==> src/rtl/rf_ctrl_responder.sv <==
// RS-485 RF control link responder: parses 8-byte control frames, latches
// frequency/gain settings and returns a 5-byte acknowledge after line turnaround.
module rf_ctrl_responder #(
  parameter int unsigned P_BYTE_TIMEOUT = 10000,
  parameter int unsigned P_TURN_CYC     = 2000,
  parameter int unsigned P_GUARD_CYC    = 200
) (
  input  logic        clk,
  input  logic        rst,
  input  logic [7:0]  i_rx_byte,
  input  logic        i_rx_byte_vld,
  output logic [7:0]  o_tx_byte,
  output logic        o_tx_byte_vld,
  input  logic        i_tx_byte_rdy,
  input  logic        i_tx_idle,
  output logic        o_tx_ctrl,
  output logic [15:0] o_rf_freq,
  output logic [15:0] o_up_gain,
  output logic [15:0] o_down_gain,
  output logic        o_cfg_vld,
  output logic [31:0] o_frame_cnt,
  output logic [31:0] o_err_cnt
);

  typedef enum logic [2:0] {
    HUNT0, HUNT1, BODY, TURN, GUARD_ON, SEND, DRAIN, GUARD_OFF
  } state_t;

  state_t      state;
  logic [31:0] cnt;       // inter-byte timer in HUNT1/BODY, phase timer elsewhere
  logic [2:0]  idx;
  logic [7:0]  cmd;
  logic [31:0] data;
  logic [7:0]  chk;
  logic [7:0]  rsp_cmd;
  logic        rsp_bad;
  logic        cmd_ok;
  logic [7:0]  tx_next;

  always_comb begin
    cmd_ok = (cmd == 8'h01) || (cmd == 8'h02) || (cmd == 8'h03);
  end

  // Reply byte that follows the one currently at index idx.
  always_comb begin
    tx_next = 8'h55;
    case (idx)
      3'd0:    tx_next = 8'hAA;
      3'd1:    tx_next = rsp_cmd;
      3'd2:    tx_next = {7'd0, rsp_bad};
      3'd3:    tx_next = rsp_cmd ^ {7'd0, rsp_bad};
      default: tx_next = 8'h55;
    endcase
  end

  always_ff @(posedge clk or posedge rst) begin
    if (rst) begin
      state         <= HUNT0;
      cnt           <= '0;
      idx           <= '0;
      cmd           <= '0;
      data          <= '0;
      chk           <= '0;
      rsp_cmd       <= '0;
      rsp_bad       <= 1'b0;
      o_tx_byte     <= '0;
      o_tx_byte_vld <= 1'b0;
      o_tx_ctrl     <= 1'b0;
      o_rf_freq     <= '0;
      o_up_gain     <= '0;
      o_down_gain   <= '0;
      o_cfg_vld     <= 1'b0;
      o_frame_cnt   <= '0;
      o_err_cnt     <= '0;
    end else begin
      o_cfg_vld <= 1'b0;
      case (state)
        HUNT0: begin
          if (i_rx_byte_vld && i_rx_byte == 8'hAA) begin
            state <= HUNT1;
            cnt   <= '0;
          end
        end
        HUNT1: begin
          if (i_rx_byte_vld) begin
            cnt <= '0;
            if (i_rx_byte == 8'h55) begin
              state <= BODY;
              idx   <= '0;
            end else if (i_rx_byte != 8'hAA) begin
              state <= HUNT0;
            end
          end else if (cnt == P_BYTE_TIMEOUT - 1) begin
            o_err_cnt <= o_err_cnt + 32'd1;
            state     <= HUNT0;
          end else begin
            cnt <= cnt + 32'd1;
          end
        end
        BODY: begin
          if (i_rx_byte_vld) begin
            cnt <= '0;
            if (idx == 3'd0) begin
              cmd <= i_rx_byte;
              chk <= i_rx_byte;
              idx <= idx + 3'd1;
            end else if (idx != 3'd5) begin
              data <= {data[23:0], i_rx_byte};
              chk  <= chk ^ i_rx_byte;
              idx  <= idx + 3'd1;
            end else if (i_rx_byte == chk) begin
              o_frame_cnt <= o_frame_cnt + 32'd1;
              rsp_cmd     <= cmd | 8'h80;
              rsp_bad     <= !cmd_ok;
              state       <= TURN;
              case (cmd)
                8'h01: begin
                  o_rf_freq <= data[15:0];
                  o_cfg_vld <= 1'b1;
                end
                8'h02: begin
                  o_up_gain   <= data[31:16];
                  o_down_gain <= data[15:0];
                  o_cfg_vld   <= 1'b1;
                end
                default: ;
              endcase
            end else begin
              o_err_cnt <= o_err_cnt + 32'd1;
              state     <= HUNT0;
            end
          end else if (cnt == P_BYTE_TIMEOUT - 1) begin
            o_err_cnt <= o_err_cnt + 32'd1;
            state     <= HUNT0;
          end else begin
            cnt <= cnt + 32'd1;
          end
        end
        TURN: begin
          // Counts one extra cycle so the driver enable lands P_TURN_CYC+1 after CHK.
          if (cnt == P_TURN_CYC) begin
            o_tx_ctrl <= 1'b1;
            cnt       <= '0;
            state     <= GUARD_ON;
          end else begin
            cnt <= cnt + 32'd1;
          end
        end
        GUARD_ON: begin
          if (cnt == P_GUARD_CYC - 1) begin
            o_tx_byte     <= 8'h55;
            o_tx_byte_vld <= 1'b1;
            idx           <= '0;
            state         <= SEND;
          end else begin
            cnt <= cnt + 32'd1;
          end
        end
        SEND: begin
          if (i_tx_byte_rdy) begin
            if (idx == 3'd4) begin
              o_tx_byte_vld <= 1'b0;
              state         <= DRAIN;
            end else begin
              o_tx_byte <= tx_next;
              idx       <= idx + 3'd1;
            end
          end
        end
        DRAIN: begin
          if (i_tx_idle) begin
            cnt   <= '0;
            state <= GUARD_OFF;
          end
        end
        GUARD_OFF: begin
          if (cnt == P_GUARD_CYC - 1) begin
            o_tx_ctrl <= 1'b0;
            state     <= HUNT0;
          end else begin
            cnt <= cnt + 32'd1;
          end
        end
        default: state <= HUNT0;
      endcase
    end
  end

endmodule

==> config.mk <==
export PLATFORM = sky130hd
export DESIGN_NAME = rf_ctrl_responder
export DESIGN_NICKNAME = d
export VERILOG_FILES = /design/src/rtl/rf_ctrl_responder.sv
export SDC_FILE = /design/constraint.sdc
export NUM_CORES = 1
export LEC_CHECK = 0
export BUFFER_PORTS_ARGS = -buffer_cell sky130_fd_sc_hd__buf_2
export CAP_MARGIN = 20
export CORE_MARGIN = 2
export CORE_UTILIZATION = 40
export CTS_CLUSTER_DIAMETER = 60
export DETAILED_ROUTE_END_ITERATION = 8
export HOLD_SLACK_MARGIN = 0.1
export SLEW_MARGIN = 15
export SYNTH_ARGS = -nofsm -noshare
export SYNTH_HDL_FRONTEND = slang
export SYNTH_SLANG_ARGS = --single-unit
==> constraint.sdc <==
create_clock -name clk -period 7.4 [get_ports clk]
set_clock_uncertainty 0.05 [all_clocks]
set_input_delay 0.37 -clock clk [delete_from_list [all_inputs] [get_ports clk]]
set_output_delay 0.37 -clock clk [all_outputs]
set_load 0.01 [all_outputs]
==> Yosys cells after proc, flatten, opt, wreduce, memory -nomap -nowiden <==
Index checks and enable logic that the tools add are counted.
{ "op_classes": {"addsub": 4, "n_mul": 0, "div_mod_pow": 0, "magnitude_cmp": 0, "n_eq_ne": 41, "shifts": 0, "mux": 58, "bitwise": 4, "n_reduce_logical": 28} }
{ "ops": {"columns": ["cell", "n"], "rows": [
  ["$mux 32", 12],
  ["$pmux 32 s5", 1],
  ["$add 32x1->32 const B", 3],
  ["$pmux 32 s2", 1],
  ["$mux 3", 21],
  ["$mux 8", 5],
  ["$eq 32x11->1 const B", 1],
  ["$eq 32x14->1 const B", 1],
  ["$eq 32x8->1 const B", 1],
  ["$pmux 8 s4", 1],
  ["$ne 2x2->1 const B", 13],
  ["$pmux 3 s8", 1],
  ["$ne 3x3->1 const B", 6],
  ["$eq 8x2->1 const B", 2],
  ["$pmux 8 s2", 1],
  ["$eq 3x3->1 const B", 5],
  ["$reduce_and 5->1", 3],
  ["$eq 3x2->1 const B", 4],
  ["$pmux 3 s4", 1],
  ["$reduce_and 4->1", 3],
  ["$reduce_and 6->1", 2],
  ["$mux 1", 11],
  ["$reduce_and 10->1", 1],
  ["$reduce_and 3->1", 3],
  ["22 further kinds", 32]
]} }
{ "totals": {"register_bits": 218, "latch_bits": 0, "ram_bits": 0, "rom_bits": 0, "inputBits": 13, "memories": 0} }

==> Depth between registers and ports, before layout <==
Gate-level depths: netlist of run 1.
{ "depth": {"word_depth": 8, "mapped_depth": 9, "mapped_depth_nobuf": 8} }

==> Worst setup path before layout of run 1 <==
No wires, ideal clock.
{ "synth_timing": {"path_type": "register to register", "startpoint": "register idx[1]", "endpoint": "register o_err_cnt[31]", "setup_time_ps": 124, "t_arrival_ps": 2126, "path_slack_ps": 5100, "stages_incl_launch_ff": 9, "n_path_buf": 0, "synth_period_minus_slack_ps": 2300, "path_cell_list": "dfrtp_1 > inv_1 > ha_1 > a21boi_0 > o22ai_1 > and3_1 > o2111ai_2 > or4b_1 > xnor2_1"} }
{ "synth_between": {"elab_chain_cells": 3} }
{ "synth_lines": {"columns": ["element", "line", "rtl"], "rows": [
  ["start, declared", "31", "logic [2:0] idx;"],
  ["start signal, assigned", "106", "idx <= idx + 3'd1;"],
  ["start signal, assigned", "110", "idx <= idx + 3'd1;"],
  ["start signal, assigned", "166", "idx <= idx + 3'd1;"],
  ["$ne 3x3->1 or $logic_not 3->1 (tied branches)", "107, 103", null],
  ["$ne 3x3->1 (no source line)", null, null],
  ["$reduce_and 5->1 (no source line) (*)", null, null],
  ["end signal, assigned", "94", "o_err_cnt <= o_err_cnt + 32'd1;"],
  ["end signal, assigned", "129", "o_err_cnt <= o_err_cnt + 32'd1;"],
  ["end signal, assigned", "133", "o_err_cnt <= o_err_cnt + 32'd1;"],
  ["end, declared", "22", "output logic [31:0] o_err_cnt"]
]} }
Mark *: on every way between the ends. The rest lies on a longest branch, timed or not.
A chain may end at the register's enable or synchronous reset.

==> Final worst setup path of run 1 <==
Ends and elaborated chain as after synthesis.

==> metrics.yaml, run 1 <==
via_per_inst: 5.42
syn_area_um2: 10400
die_h_um: 165
num_vias: 7452
worstPathArrival_ns: 3.38
synth_top_area_cell: "dfrtp_1"
drt_iter0_drc: 512
grt_overflow: 0
place_congestion: 0.844
htreeDepth: 1
switching_share_pct: 31.6
synth_top_area_share_pct: 52.6
intPower_mw: 2.29
fmax_mhz: 333
ys_ff_latch: 218
cts-root-buf: "clkbuf_16"
ys_seq_area_share_pct: 52.6
ys_top_cells_by_area: "dfrtp_1 (53%), mux2_2 (11%), xnor2_1 (4.8%)"
finalSetupViolCount: 0
vdd_drop_max_v: 0.000174
worst-endpoint-required_ns: 7.77
worst-path-max-fanout: 12
synth_nets: 921
clkPwrFrac_pct: 36.4
seqPwrFrac_pct: 42.7
hpwl_um: 15500
worst_pin_slew_ns: 0.842
clk_path_buf_depth: 3
grt_pass1_wl_um: 37700
slew_viol_final: 0
leakagePower_nw: 5.95
wirelength_um: 23000
status: "complete, no violations"
start_util_pct: 41.0
dpl.cell_count: 1329
drtAntennaViolNets: 0
port-buffer-count: 135
ioPinCount: 136
period_share_pct: 40.6
min_period_ns: 3.01
fin_tns_setup_ns: 0
maxCapViolCount: 0
final_util_pct: 48.0
grt_pass1_vias: 7230
worstSkewPairLatency_ns: 0.54
synthToLayoutAreaGrowth_pct: 17.0
drtPass1Iterations: 5
grt_max_degree: 156
wl_per_cell_um: 16.7
worst_setup_path_start_kind: "register"
nNetsFinal: 1051
hp-class: "input port to register"
die_x_um: 165
synthFlopType: "dfrtp_1"
postPlaceCellArea_um2: 11300
critical_path_class: "register to register"
synthArstFlopShare_pct: 100
p_sw_mw: 1.06
fillers: 2345
rsz0062_at_grt: "no"
ys_types: 84
tritoncts: "yes"
track_usage_pct: 16.9
postSynthCellCount: 899
row_count: 58
fin_cells: 1376
pwr_density_cell_nw_per_um2: 276
p_comb_share_pct: 20.9
dieArea_um2: 27300
antennaDiodeCount: 0
fin_area_um2: 12100
core_um2: 25300
avgSynthCellArea_um2: 11.5
remaining_drc_errors: 0
antenna_found_initial: 0
cts_buffers: 27
cp-end-kind: "register"
layout-drive-gt1-share_pct: 30.2
cts_resized: 0
yosysWarnings: 0
cts.sinks: 218
slew-limit-headroom_pct: 43.4
hold_violations: 0
synth_edf_count: 0
path_clk_slew_ns: 0.06
-- per-stage QoR --
step                      power [mW]  setup WS, ns  hold WS [ns]
after floorplan                 1.99          1.02         0.389
final                           3.35          4.39         0.146
after global routing            3.55          4.11         0.128
after detailed placement        2.15          4.36         0.408
after global placement          2.15          4.46         0.408
after CTS                       3.40          4.35         0.118
-- synth_stat cells, types with 19 or more instances --
cell type  number
mux2_2        101
and3_1         19
nand3_1        46
nand4_1        26
nand2_1        57
dfrtp_1       218
a21oi_1        31
o21ai_0        36
nor2_1         40
xnor2_1        57
nor3_1         22
-- worst max-delay path: stages (launching register included) --
cell	delay [ns]
dfrtp_1	0.41
inv_1	0.09
ha_1	0.28
a21boi_0	0.16
o22ai_1	0.46
and3_1	0.30
o2111ai_2	0.39
or4b_1	0.62
xnor2_1	0.14
-- cell type report --
| cell class | instances | area, um2 | share of cell area [%] |
|---|---|---|---|
| timing repair buffer | 141 | 723 | 5.95 |
| inverter | 19 | 83.8 | 0.690 |
| clock inverter | 10 | 77.6 | 0.639 |
| clock buffer | 36 | 749 | 6.17 |
| sequential | 218 | 5460 | 44.9 |
| tap | 330 | 413 | 3.40 |
| multi-input combinational | 622 | 4650 | 38.2 |
-- flip-flops by register name (all words and copies together) (netlist names) --
register,count
o_tx_byte_vld,1
cnt,32
cmd,8
rsp_bad,1
o_cfg_vld,1
o_rf_freq,16
data,32
idx,3
o_tx_ctrl,1
o_tx_byte,8
state,3
o_down_gain,16
rsp_cmd,8
o_err_cnt,32
o_frame_cnt,32
chk,8
o_up_gain,16
-- final timing paths --
| kind | from | to | slack (ns) | cells past startpoint |
|---|---|---|---|---|
| setup / recovery | idx[1] | o_err_cnt[31] | 4.39 | 8 |
| hold / removal | i_rx_byte[5] | data[5] | 0.15 | 2 |
| setup reg to reg | idx[1] | o_err_cnt[31] | 4.39 | 8 |
| hold reg to reg | o_frame_cnt[31] | o_frame_cnt[31] | 0.41 | 1 |
| max in group asynchronous | rst | o_err_cnt[5] | 5.42 | 4 |
| min in group asynchronous | rst | o_frame_cnt[26] | 0.48 | 3 |
-- timing repair --
action | in CTS | in global routing
buffers inserted | 0 | 0
hold buffers | 1 | 0
endpoints found under the hold margin | 11 | 0
setup endpoints to repair | 0 | 0
-- routing by layer --
metal	up-vias	part of all wire, %	track usage [%]
li1	3544	-	-
met1	3677	48	24.5
met2	199	44	26.5
met3	32	5.3	2.97
met4	0	2.0	4.11
met5	-	0	0
-- power groups by stage --
stage / sequential [mW] / combinational, mW / clock, mW
2_1_floorplan: 1.41 / 0.580 / 0
3_3_place_gp: 1.45 / 0.701 / 0
3_5_place_dp: 1.45 / 0.705 / 0
4_1_cts: 1.43 / 0.709 / 1.26
5_1_grt: 1.45 / 0.782 / 1.31
6_report: 1.43 / 0.700 / 1.22
-- cell families after synthesis --
kind of cell / count (synthesis) / synth area share, %
AO/OA/AOI/OAI: 131 / 8.58
XOR/XNOR: 74 / 6.24
adder cells (fa/ha/maj): 9 / 1.08
buffers and inverters: 59 / 2.68
flip-flops: 218 / 52.6
multiplexers: 109 / 11.8
AND/OR/NAND/NOR: 299 / 17.1
-- cells in the final DEF, fill, tap and decap left out, types with 12 or more instances in the layout --
cell type	netlist	final
and4_1	16	16
xor2_1	17	17
o21ai_0	36	36
nor4_1	12	12
nor3_1	22	22
nor2_1	40	40
nand4_1	26	26
mux2_2	101	101
clkbuf_16	0	27
nand2_1	57	57
buf_2	11	135
dfrtp_1	218	218
inv_1	17	16
a21oi_1	31	31
and3_1	19	19
xnor2_1	57	57
nand3_1	46	46
Note: power is estimated with default switching activity, not from simulation.
==> run 2: changes to the inputs <==
==> constraint.sdc (replaced) <==
create_clock -name clk -period 2.9 [get_ports clk]
set_clock_uncertainty 0.05 [all_clocks]
set_input_delay 0.145 -clock clk [delete_from_list [all_inputs] [get_ports clk]]
set_output_delay 0.145 -clock clk [all_outputs]
set_load 0.01 [all_outputs]
==> metrics.yaml, run 2 (synthesis results as in run 1) <==
slew_viol_final: 0
cts.sinks: 218
min_period_ns: 2.61
place_congestion: 0.882
r2r-start: "cnt[11]"
drtAntennaViolNets: 0
worst-path-max-fanout: 16
num_vias: 7595
final_common_cell: "dfrtp_1"
hp-class: "input port to asynchronous set/reset pin"
final_cell_mix: "dfrtp_1 (218), buf_2 (135), mux2_2 (101)"
cts-root-buf: "clkbuf_16"
start_util_pct: 41.0
hpwl_um: 16400
hold_violations: 0
worstPathArrival_ns: 3.01
grt_overflow: 0
finalSetupViolCount: 0
wirelength_um: 23300
final_util_pct: 49.4
wl_per_cell_um: 16.5
finalHoldWorstSlack_ns: 0.267
die_x_um: 165
core_um2: 25300
cts_buffers: 26
cp-end-kind: "register"
ioPinCount: 136
worstSkewPairLatency_ns: 0.52
worst-endpoint-required_ns: 3.30
antenna_found_initial: 0
critPathLaunch: "cnt[11]"
pwr_density_cell_nw_per_um2: 695
clk_path_buf_depth: 3
grt_pass1_vias: 7410
row_count: 58
layout-drive-gt1-share_pct: 31.7
worst_pin_slew_ns: 0.758
path_clk_slew_ns: 0.06
slew-limit-headroom_pct: 49.3
drt_iter0_drc: 619
leakagePower_nw: 6.15
status: "complete, no violations"
cts_resized: 0
grt_pass1_wl_um: 38700
worst_setup_path_start_kind: "register"
tritoncts: "yes"
grt_max_degree: 41
via_per_inst: 5.37
synthToLayoutAreaGrowth_pct: 20.6
nNetsFinal: 1088
drtPass1Iterations: 5
track_usage_pct: 17.4
fillers: 2303
dieArea_um2: 27300
htreeDepth: 1
period_share_pct: 89.9
die_h_um: 165
maxCapViolCount: 0
antennaDiodeCount: 0
critical_path_class: "register to register"
port-buffer-count: 135
remaining_drc_errors: 0
rsz0062_at_grt: "no"
fmax_mhz: 383
vdd_drop_max_v: 0.000389
-- run 2: changes by cell type in the layout (fill, tap and decap cells not counted), sizes merged --
cell,change
dlygate4sd3,+11
buf,+27
bufinv,+1
clkinv,-1
-- run 2: worst max-delay path: stages, from the launching register on --
cell      delay, ns
dfrtp_1        0.43
nor4_1         0.48
nand4_2        0.37
nor2_1         0.27
a211o_1        0.37
buf_4          0.28
o21bai_1       0.13
a22o_1         0.15
-- run 2: path summary, 6_finish.rpt --
| path | depth (start not counted) | end | slack [ns] |
|---|---|---|---|
| max | 7 | cnt[23] | 0.29 |
| min | 3 | data[12] | 0.27 |
| max reg2reg | 7 | cnt[23] | 0.29 |
| min reg2reg | 1 | o_frame_cnt[31] | 0.41 |
| max in group asynchronous | 4 | state[0] | 1.80 |
| min in group clk | 1 | o_frame_cnt[31] | 0.41 |
-- run 2: area by class of cell --
type / count / area, um2 / share of cell area [%]
clock buffers: 36 / 748 / 5.98
clock inverters: 10 / 92.6 / 0.740
inverters: 19 / 75.1 / 0.600
multi-input cells: 622 / 4650 / 37.1
flip-flops and latches: 218 / 5460 / 43.6
well taps: 330 / 413 / 3.30
repair buffers: 179 / 1090 / 8.68
-- run 2: stage by stage --
| step | instances | worst slack, ns | setup TNS, ns | power (mW) | cell area, um2 |
|---|---|---|---|---|---|
| after floorplan | 899 | -0.135 | -29.45 | 5.08 | 10400 |
| after global placement | 1356 | 0.252 | 0 | 5.60 | 11600 |
| after detailed placement | 1356 | 0.272 | 0 | 5.62 | 11600 |
| after CTS | 1414 | 0.270 | 0 | 8.80 | 12500 |
| after global routing | 1414 | 0.0644 | 0 | 9.23 | 12500 |
| final | 1414 | 0.292 | 0 | 8.70 | 12500 |
-- run 2: power by group --
part           internal (mW)  total, mW  leakage [nW]  switching [mW]
Combinational          0.806       1.94          2.76            1.14
Sequential              3.33       3.63          2.97           0.295
Clock                   1.89       3.13         0.417            1.24
-- run 2: repair_timing --
item | in CTS | in global routing
hold buffers | 12 | 0
hold endpoints to repair | 48 | 0
setup buffers | 0 | 0
-- run 2: routing by layer --
metal  GRT usage (%)  wire length, um
met3            2.65             1390
met4            3.87              407
met2            27.4            10300
met1            25.4            11200
met5               0                0
